==> config.mk <==
export PLATFORM = sky130hd
export DESIGN_NAME = mem_access
export DESIGN_NICKNAME = d
export VERILOG_FILES = /design/src/rtl/mem_access_pkg.sv /design/src/rtl/mem_access_ld_ext.sv /design/src/rtl/mem_access.sv
export SDC_FILE = /design/constraint.sdc
export NUM_CORES = 1
export LEC_CHECK = 0
export CORE_MARGIN = 10
export CORE_UTILIZATION = 50
export CTS_BUF_LIST = sky130_fd_sc_hd__clkbuf_2
export DETAILED_ROUTE_END_ITERATION = 12
export PLACE_DENSITY_LB_ADDON = 0.15
export REMOVE_ABC_BUFFERS = 1
export SLEW_MARGIN = 20
export SYNTH_ARGS = -nofsm -noshare
export SYNTH_HDL_FRONTEND = slang
export SYNTH_HIERARCHICAL = 1
export SYNTH_SLANG_ARGS = --single-unit
==> constraint.sdc <==
create_clock -name clk -period 4.1 [get_ports clk]
set_clock_uncertainty 0.05 [all_clocks]
set_input_delay 0.82 -clock clk [delete_from_list [all_inputs] [get_ports clk]]
set_output_delay 0.82 -clock clk [all_outputs]
set_load 0.02 [all_outputs]
==> src/rtl/mem_access_pkg.sv <==
// Shared definitions for the MEM stage: opcode encodings, bus widths, FSM state
// encodings and small opcode-decode helpers.
package mem_access_pkg;

    typedef logic [7:0]  alu_op_t;
    typedef logic [31:0] reg_t;
    typedef logic [4:0]  reg_addr_t;

    localparam logic      RST_ENABLE = 1'b1;
    localparam reg_t      ZERO_WORD  = 32'h0000_0000;
    localparam reg_addr_t ZERO_REG   = 5'd0;

    localparam alu_op_t ME_NOP_OP = 8'h00;
    localparam alu_op_t ME_LB_OP  = 8'h20;
    localparam alu_op_t ME_LH_OP  = 8'h21;
    localparam alu_op_t ME_LW_OP  = 8'h22;
    localparam alu_op_t ME_LBU_OP = 8'h23;
    localparam alu_op_t ME_LHU_OP = 8'h24;
    localparam alu_op_t ME_SB_OP  = 8'h28;
    localparam alu_op_t ME_SH_OP  = 8'h29;
    localparam alu_op_t ME_SW_OP  = 8'h2A;

    localparam logic [1:0] ME_ST_IDLE   = 2'd0;
    localparam logic [1:0] ME_ST_ACCESS = 2'd1;
    localparam logic [1:0] ME_ST_DONE   = 2'd2;

    function automatic logic is_mem_op(input alu_op_t op);
        case (op)
            ME_LB_OP, ME_LH_OP, ME_LW_OP, ME_LBU_OP, ME_LHU_OP,
            ME_SB_OP, ME_SH_OP, ME_SW_OP: is_mem_op = 1'b1;
            default:                      is_mem_op = 1'b0;
        endcase
    endfunction

    function automatic logic is_store_op(input alu_op_t op);
        case (op)
            ME_SB_OP, ME_SH_OP, ME_SW_OP: is_store_op = 1'b1;
            default:                      is_store_op = 1'b0;
        endcase
    endfunction

    // Index of the final byte of the transaction (byte count minus one).
    function automatic logic [1:0] last_byte_idx(input alu_op_t op);
        case (op)
            ME_LB_OP, ME_LBU_OP, ME_SB_OP: last_byte_idx = 2'd0;
            ME_LH_OP, ME_LHU_OP, ME_SH_OP: last_byte_idx = 2'd1;
            default:                       last_byte_idx = 2'd3;
        endcase
    endfunction

endpackage

==> src/rtl/mem_access_ld_ext.sv <==
// Load result formatting: sign- or zero-extends the assembled little-endian
// byte buffer according to the load opcode.
module mem_ld_ext
    import mem_access_pkg::*;
(
    input  logic [31:0] ld_buf_i,
    input  logic [7:0]  op_i,
    output logic [31:0] data_o
);

    // Select width and extension from the opcode.
    always_comb begin
        data_o = ld_buf_i;
        case (op_i)
            ME_LB_OP:  data_o = {{24{ld_buf_i[7]}}, ld_buf_i[7:0]};
            ME_LBU_OP: data_o = {24'h00_0000, ld_buf_i[7:0]};
            ME_LH_OP:  data_o = {{16{ld_buf_i[15]}}, ld_buf_i[15:0]};
            ME_LHU_OP: data_o = {16'h0000, ld_buf_i[15:0]};
            ME_LW_OP:  data_o = ld_buf_i;
            default:   data_o = ld_buf_i;
        endcase
    end

endmodule

==> src/rtl/mem_access.sv <==
// MEM stage: passes non-memory ops through and runs loads/stores as byte-serial
// little-endian transactions on an 8-bit RAM port, stalling the pipeline meanwhile.
// Optional performance counters are built when MEM_PERF_CNT_EN is defined.
module mem_access
    import mem_access_pkg::*;
#(
    parameter int ADDR_W = 32
) (
    input  logic              clk,
    input  logic              rst,
`ifdef MEM_PERF_CNT_EN
    output logic [31:0]       perf_stall_cnt_o,
    output logic [31:0]       perf_memop_cnt_o,
`endif
    input  logic [4:0]        wd_i,
    input  logic              wreg_i,
    input  logic [31:0]       wdata_i,
    input  logic [7:0]        aluop_i,
    input  logic [31:0]       mem_addr_i,
    output logic [4:0]        wd_o,
    output logic              wreg_o,
    output logic [31:0]       wdata_o,
    output logic              stall_req_o,
    output logic              ram_req_o,
    output logic              ram_we_o,
    output logic [ADDR_W-1:0] ram_addr_o,
    output logic [7:0]        ram_wdata_o,
    input  logic              ram_ready_i,
    input  logic [7:0]        ram_rdata_i
);

    logic [1:0]        state_q, state_d;
    logic [1:0]        k_q, k_d;
    logic [ADDR_W-1:0] addr_q, addr_d;
    logic [31:0]       data_q, data_d;
    logic [7:0]        op_q, op_d;
    logic [31:0]       buf_q, buf_d;
    logic [31:0]       ld_res_s;

    mem_ld_ext u_ld_ext (
        .ld_buf_i (buf_q),
        .op_i     (op_q),
        .data_o   (ld_res_s)
    );

    // Transaction FSM next-state, byte counter and load assembly.
    always_comb begin
        state_d = state_q;
        k_d     = k_q;
        addr_d  = addr_q;
        data_d  = data_q;
        op_d    = op_q;
        buf_d   = buf_q;
        case (state_q)
            ME_ST_IDLE: begin
                if (is_mem_op(aluop_i)) begin
                    state_d = ME_ST_ACCESS;
                    k_d     = 2'd0;
                    addr_d  = mem_addr_i[ADDR_W-1:0];
                    data_d  = wdata_i;
                    op_d    = aluop_i;
                    buf_d   = ZERO_WORD;
                end else begin
                    state_d = ME_ST_IDLE;
                end
            end
            ME_ST_ACCESS: begin
                if (ram_ready_i) begin
                    if (!is_store_op(op_q)) begin
                        buf_d[{k_q, 3'b000} +: 8] = ram_rdata_i;
                    end else begin
                        buf_d = buf_q;
                    end
                    k_d = k_q + 2'd1;
                    if (k_q == last_byte_idx(op_q)) begin
                        state_d = ME_ST_DONE;
                    end else begin
                        state_d = ME_ST_ACCESS;
                    end
                end else begin
                    state_d = ME_ST_ACCESS;
                end
            end
            ME_ST_DONE: begin
                state_d = ME_ST_IDLE;
                k_d     = 2'd0;
            end
            default: begin
                state_d = ME_ST_IDLE;
                k_d     = 2'd0;
            end
        endcase
    end

    // State registers with synchronous reset; a reset mid-transaction aborts it.
    always_ff @(posedge clk) begin
        if (rst == RST_ENABLE) begin
            state_q <= ME_ST_IDLE;
            k_q     <= 2'd0;
            addr_q  <= {ADDR_W{1'b0}};
            data_q  <= ZERO_WORD;
            op_q    <= ME_NOP_OP;
            buf_q   <= ZERO_WORD;
        end else begin
            state_q <= state_d;
            k_q     <= k_d;
            addr_q  <= addr_d;
            data_q  <= data_d;
            op_q    <= op_d;
            buf_q   <= buf_d;
        end
    end

    // Output decode; everything is forced low while reset is asserted.
    always_comb begin
        wd_o        = ZERO_REG;
        wreg_o      = 1'b0;
        wdata_o     = ZERO_WORD;
        stall_req_o = 1'b0;
        ram_req_o   = 1'b0;
        ram_we_o    = 1'b0;
        ram_addr_o  = {ADDR_W{1'b0}};
        ram_wdata_o = 8'h00;
        if (rst == RST_ENABLE) begin
            stall_req_o = 1'b0;
        end else begin
            case (state_q)
                ME_ST_IDLE: begin
                    if (is_mem_op(aluop_i)) begin
                        stall_req_o = 1'b1;
                    end else begin
                        wd_o = wd_i;
                        if (wd_i != ZERO_REG) begin
                            wreg_o  = wreg_i;
                            wdata_o = wdata_i;
                        end else begin
                            wreg_o  = 1'b0;
                        end
                    end
                end
                ME_ST_ACCESS: begin
                    stall_req_o = 1'b1;
                    ram_req_o   = 1'b1;
                    ram_we_o    = is_store_op(op_q);
                    ram_addr_o  = addr_q + {{(ADDR_W-2){1'b0}}, k_q};
                    ram_wdata_o = data_q[{k_q, 3'b000} +: 8];
                end
                ME_ST_DONE: begin
                    wd_o = wd_i;
                    if (!is_store_op(op_q) && (wd_i != ZERO_REG)) begin
                        wreg_o  = wreg_i;
                        wdata_o = ld_res_s;
                    end else begin
                        wreg_o  = 1'b0;
                    end
                end
                default: begin
                    stall_req_o = 1'b0;
                end
            endcase
        end
    end

`ifdef MEM_PERF_CNT_EN
    logic [31:0] stall_cnt_q;
    logic [31:0] memop_cnt_q;

    // Free-running, wrapping event counters.
    always_ff @(posedge clk) begin
        if (rst == RST_ENABLE) begin
            stall_cnt_q <= 32'd0;
            memop_cnt_q <= 32'd0;
        end else begin
            if (stall_req_o) begin
                stall_cnt_q <= stall_cnt_q + 32'd1;
            end else begin
                stall_cnt_q <= stall_cnt_q;
            end
            if (state_q == ME_ST_DONE) begin
                memop_cnt_q <= memop_cnt_q + 32'd1;
            end else begin
                memop_cnt_q <= memop_cnt_q;
            end
        end
    end

    assign perf_stall_cnt_o = (rst == RST_ENABLE) ? 32'd0 : stall_cnt_q;
    assign perf_memop_cnt_o = (rst == RST_ENABLE) ? 32'd0 : memop_cnt_q;
`endif

endmodule
# Word level (Yosys, flattened, before mapping)
# Index checks and enable logic that the tools add are counted.
word_totals:
  reg_bits: 108
  latchBits: 0
  ram_bits: 0
  rom_bits: 0
  input_bits: 89
  output_inout_bits: 81
  n_memories: 0
classes:
  n_addsub: 3
  n_mul: 0
  div: 0
  magnitude_cmp: 0
  eq_ne: 21
  shift: 3
  mux: 48
  bitwise_logic: 0
  reduce_logical: 12
ops:
  columns: ["operator", "count"]
  rows:
  - ["$mux 32", 9]
  - ["$pmux 32 s2", 2]
  - ["$pmux 32 s4", 1]
  - ["$eq 8x6->1 const B", 15]
  - ["$add 32x2->32", 1]
  - ["$bwmux 32", 1]
  - ["$shift 8x7->32 const A", 1]
  - ["$shiftx 32x6->8", 1]
  - ["$shiftx 8x7->32", 1]
  - ["$mux 1", 19]
  - ["$mux 8", 2]
  - ["$mux 2", 6]
  - ["$pmux 2 s2", 3]
  - ["$mux 5", 2]
  - ["$pmux 5 s2", 1]
  - ["$reduce_or 3->1", 3]
  - ["$reduce_or 8->1", 1]
  - ["$neg 5->7", 1]
  - ["$ne 2x2->1 const B", 3]
  - ["$reduce_bool 5->1", 1]
  - ["$pmux 1 s2", 2]
  - ["$reduce_and 2->1", 2]
  - ["$reduce_and 4->1", 1]
  - ["$add 2x1->2 const B", 1]
  - ["other kinds (7)", 7]

# Longest topological paths before layout
depth:
  word_depth: 10
  depth_mapped: 8
  ltp_nobuf: 7

# Cells and area by module
# The synthesis kept the hierarchy.
by_module_without_submodules:
  columns: ["mod", "instances", "cells_each", "area_each_um2"]
  rows:
  - ["mem_access", 1, 740, 5552.8]
  - ["mem_ld_ext", 1, 56, 529.3]

# Least setup slack after synthesis
# OpenSTA, ideal clock, no wires.
synth_path:
  path_kind: "in2out"
  startpoint: "in aluop_i[7]"
  endpoint: "out wdata_o[10]"
  t_arrival_ns: 2.474
  t_required_ns: 3.230
  path_slack_ns: 0.756
  cell_stages: 6
  path_cell_list: "or4b_4 -> a211oi_1 -> nor3_1 -> clkbuf_1 -> a22oi_1 -> nor2_1"
synth_via:
  elab_chain_cells: 8
  elab_cells_between_ends: 15
  classes_between: "eq/ne: 8; mux: 6; reduce/logical: 1"
synth_rtl:
  columns: ["element", "line_no", "text"]
  rows:
  - ["start, declared", "mem_access.sv:18", "input logic [7:0] aluop_i,"]
  - ["$eq 8x6->1", "mem_access_pkg.sv:28", "case (op)"]
  - ["$reduce_or 8->1 *", "mem_access_pkg.sv:28", null]
  - ["$mux 1 *", "mem_access_pkg.sv:28", null]
  - ["$mux 1 *", "mem_access.sv:127", "case (state_q)"]
  - ["$mux 1 *", "mem_access.sv:124", "if (rst == RST_ENABLE) begin"]
  - ["$mux 32 *", "mem_access.sv:129", "if (is_mem_op(aluop_i)) begin"]
  - ["$pmux 32 s2 *", "mem_access.sv:127", null]
  - ["$mux 32 *", "mem_access.sv:124", null]
  - ["end, declared", "mem_access.sv:22", "output logic [31:0] wdata_o,"]
# Every way passes the cells marked *; elsewhere a longest branch is shown, timed or not. The select of a mux whose other input is x is not followed.

# Final worst setup path
layout_path:
  startpoint: "in aluop_i[7]"
  endpoint: "out wdata_o[26]"
# The elaborated chain is that of the path after synthesis.

==> flow_metrics.tcl <==
set metrics [dict create \
    status "finished clean" \
    hold_end "data_q[23]" \
    hp-start "data_q[23]" \
    finalSetupViolCount 0 \
    crit_fanout 22 \
    r2r_cells 6 \
    antenna_cells 0 \
    grt_max_degree 89 \
    synth_area_leaders "dfxtp_1 (36%), nand2_1 (11%), a21oi_1 (9.1%), a22oi_1 (4.9%), nor2_1 (4.3%)" \
    crit_top_cell "clkdlybuf4s50_1" \
    place_congestion 0.8714 \
    cts_buffers 9 \
    cp_data_arrival_time_ps 3140 \
    cap_violations 0 \
    die_area_sq_um 16980 \
    routed_wl_um 19870 \
    grt_pass1_wl_um 30930 \
    clk_latency_ps 610 \
    grt_usage_pct 22.66 \
    drive_gt1_share_pct 7.816 \
    yosys_most_used_dff "dfxtp_1" \
    synth.ff_latch_count 108 \
    p_switching_mw 0.4894 \
    async_reset_ff_share_pct 0 \
    viasPerCell 5.848 \
    r2r-start "k_q[0]" \
    slowest_delay_ps 560 \
    num_io_pins 170 \
    yosysTopAreaCell "dfxtp_1" \
    switching_share_pct 26.60 \
    hold_viol_final 0 \
    p_leak_nw 2.659 \
    yosysMostFrequentCell "nand2_1" \
    fin_setup_tns_ps 0 \
    drtPass1Iterations 5 \
    dpl-instance-area_sq_um 7829 \
    internal-power_mw 1.350 \
    antenna_found_initial 0 \
    rows 40 \
    finalCritPeriodShare_pct 97.76 \
    wire_per_inst_um 18.38 \
    seq_area_sq_um 2163 \
    reg2reg_slack_ps 1550 \
    yosysSeqAreaShare_pct 35.55 \
    start_util_pct 50.85 \
    power_density_nw_per_um2 229.7 \
    cts_tree "yes" \
    min_period_ps 4008 \
    multi_input_area_sq_um 3632 \
    clock-sinks 108 \
    cts_htree_levels 3 \
    critPathTopFamily "buffers and inverters" \
    synth_commonest_cells "nand2_1 (183), a21oi_1 (110), dfxtp_1 (108), nor2_1 (70), a22oi_1 (40)" \
    synth_top_area_share_pct 35.55 \
    path_clk_slew_ps 250 \
    synth_area_per_cell_sq_um 7.641 \
    io_buffers 169 \
    core_sq_um 11960 \
    slew_headroom_pct 39.56 \
    cp_cell_sequence "clkdlybuf4s50_1 -> or4b_4 -> a211oi_4 -> nor3_4 -> buf_12 -> a22oi_1 -> nor2_1 -> clkdlybuf4s50_1" \
    postRouteAntennaNets 0 \
    via_count 6322 \
    cts_max_path_buffers 2 \
    syn_area_sq_um 6082 \
    nets 1027 \
    slew_violations 0 \
    seqPwrFrac_pct 58.2 \
    synthCells 796 \
    max_freq_mhz 249.5 \
    worst_pin_slew_ps 906.5 \
    hold_path_depth 2 \
    rsz0062_at_grt "true" \
    worstPathRequired_ps 3230 \
    cts_root_buffer "clkbuf_2" \
    r2r_end "buf_q[31]" \
    fillers 1028 \
    drt_iter0_markers 614 \
    slowest_stage "or4b_4" \
    synth.distinct_cells 54 \
    p_clk_share_pct 25.4 \
    path_class "input port to output port" \
    cp_num_buf_inv 3 \
    die_h_um 130.3 \
    yosys_warnings 6 \
    grt_overflow 0 \
    cp-end-kind "output port" \
    min_path_type "register to register" \
    drcViolationCount 0 \
    syn_to_final_growth_pct 31.68 \
    final_cell_area_sq_um 8009 \
    cp-start-kind "input port" \
    ctsHoldBuffers 0 \
    pwr-share-comb_pct 16.4 \
    vdd_ir_drop_max_v 0.0001979 \
    synth_edf_count 0 \
    hpwl_um 14430 \
    fp.dieW_um 130.3 \
    grt_pass1_vias 6130 \
]
-- sequential cells by signal (all words and copies together) (netlist names) --
signal,cells
data_q,32
buf_q,32
k_q,2
state_q,2
op_q,8
addr_q,32
-- metal layers --
layer / global-route usage (%) / vias to the layer above / share of wire (%)
met5: 0 / - / 0
met2: 39.66 / 254 / 50
met3: 4.868 / 28 / 8.0
met1: 26.88 / 3002 / 40
met4: 7.474 / 0 / 1.6
li1: - / 3038 / -
-- how the worst max path moves through the flow --
stage	from	slack [ps]	cells after the start	endpoint
2_1_floorplan	wd_i[1]	-930	5	wreg_o
6_report	aluop_i[7]	90	8	wdata_o[26]
5_1_grt	k_q[0]	-10	8	ram_addr_o[18]
3_5_place_dp	aluop_i[7]	-40	8	wdata_o[26]
4_1_cts	k_q[0]	10	8	ram_addr_o[24]
3_3_place_gp	aluop_i[7]	20	8	wdata_o[6]
-- through the flow --
stage                     hold slack [ps]  worst slack (ps)  instances  util, %  total power, mW
after floorplan                     375.5            -931.9        731        -            1.195
after CTS                           420.4             12.20       1081    66.46            1.850
after global routing                436.9            -14.78       1081    66.96            1.908
final                               421.3             91.75       1081    66.96            1.840
after global placement              389.2             21.10       1065    65.45            1.382
after detailed placement            396.3            -43.59       1065    65.45            1.388
-- what timing repair did --
action,CTS,global route
resized for setup,5,15
setup buffers,2,0
pin swaps,1,0
hold endpoints to repair,0,0
setup endpoints to repair,24,38
gates cloned,0,0
-- tightest hold or removal path, cell delays in order (launching register included) --
cell	delay, ps
dfxtp_1	370
nand2_1	50
a21oi_1	50
-- power groups by stage --
stage	clock network, mW	logic, mW	registers, mW
finish	0.468	0.301	1.07
global route	0.513	0.321	1.07
detailed placement	0	0.299	1.09
floorplan	0	0.106	1.09
CTS	0.479	0.300	1.07
global placement	0	0.293	1.09
-- cells in the final DEF, fill, tap and decap left out, types with 3 or more instances in the layout --
cell type	netlist	routed
a21o_1	4	4
a21oi_1	110	110
a22oi_1	40	40
and2_1	9	9
and3_1	11	11
and4_1	6	6
buf_12	0	3
buf_4	8	18
clkbuf_2	0	10
clkdlybuf4s50_1	0	159
dfxtp_1	108	107
dlymetal6s2s_1	0	8
ha_1	6	6
inv_1	11	11
mux4_2	8	8
nand2_1	183	182
nand3_1	35	35
nand4_1	4	4
nor2_1	70	69
nor3_1	9	7
nor4_1	11	8
nor4_2	0	3
o21ai_0	5	5
o2bb2ai_1	23	23
or2_2	4	3
or3_1	5	4
or3b_2	6	6
xnor2_1	21	21
xor2_1	7	7
-- kinds of logic (layout without fill, tap and decap cells) --
| logic type | count (synthesis) | in the layout | synth area share [%] |
|---|---|---|---|
| compound gates | 194 | 194 | 20.30 |
| xor+xnor | 28 | 28 | 4.032 |
| fa+ha+maj | 7 | 7 | 1.563 |
| buf+inv | 76 | 214 | 5.822 |
| flops | 108 | 108 | 35.55 |
| mux | 10 | 10 | 3.291 |
| simple gates | 373 | 373 | 29.44 |
-- area by class of cell --
type	instances	share of cell area [%]
multi-input combinational	612	45.35
sequential	108	27.01
timing repair buffer	189	23.67
tap	147	2.297
clock buffer	10	0.6249
clock inverter	4	0.5312
inverter	11	0.5155
Power figures use the tool's default switching activity.
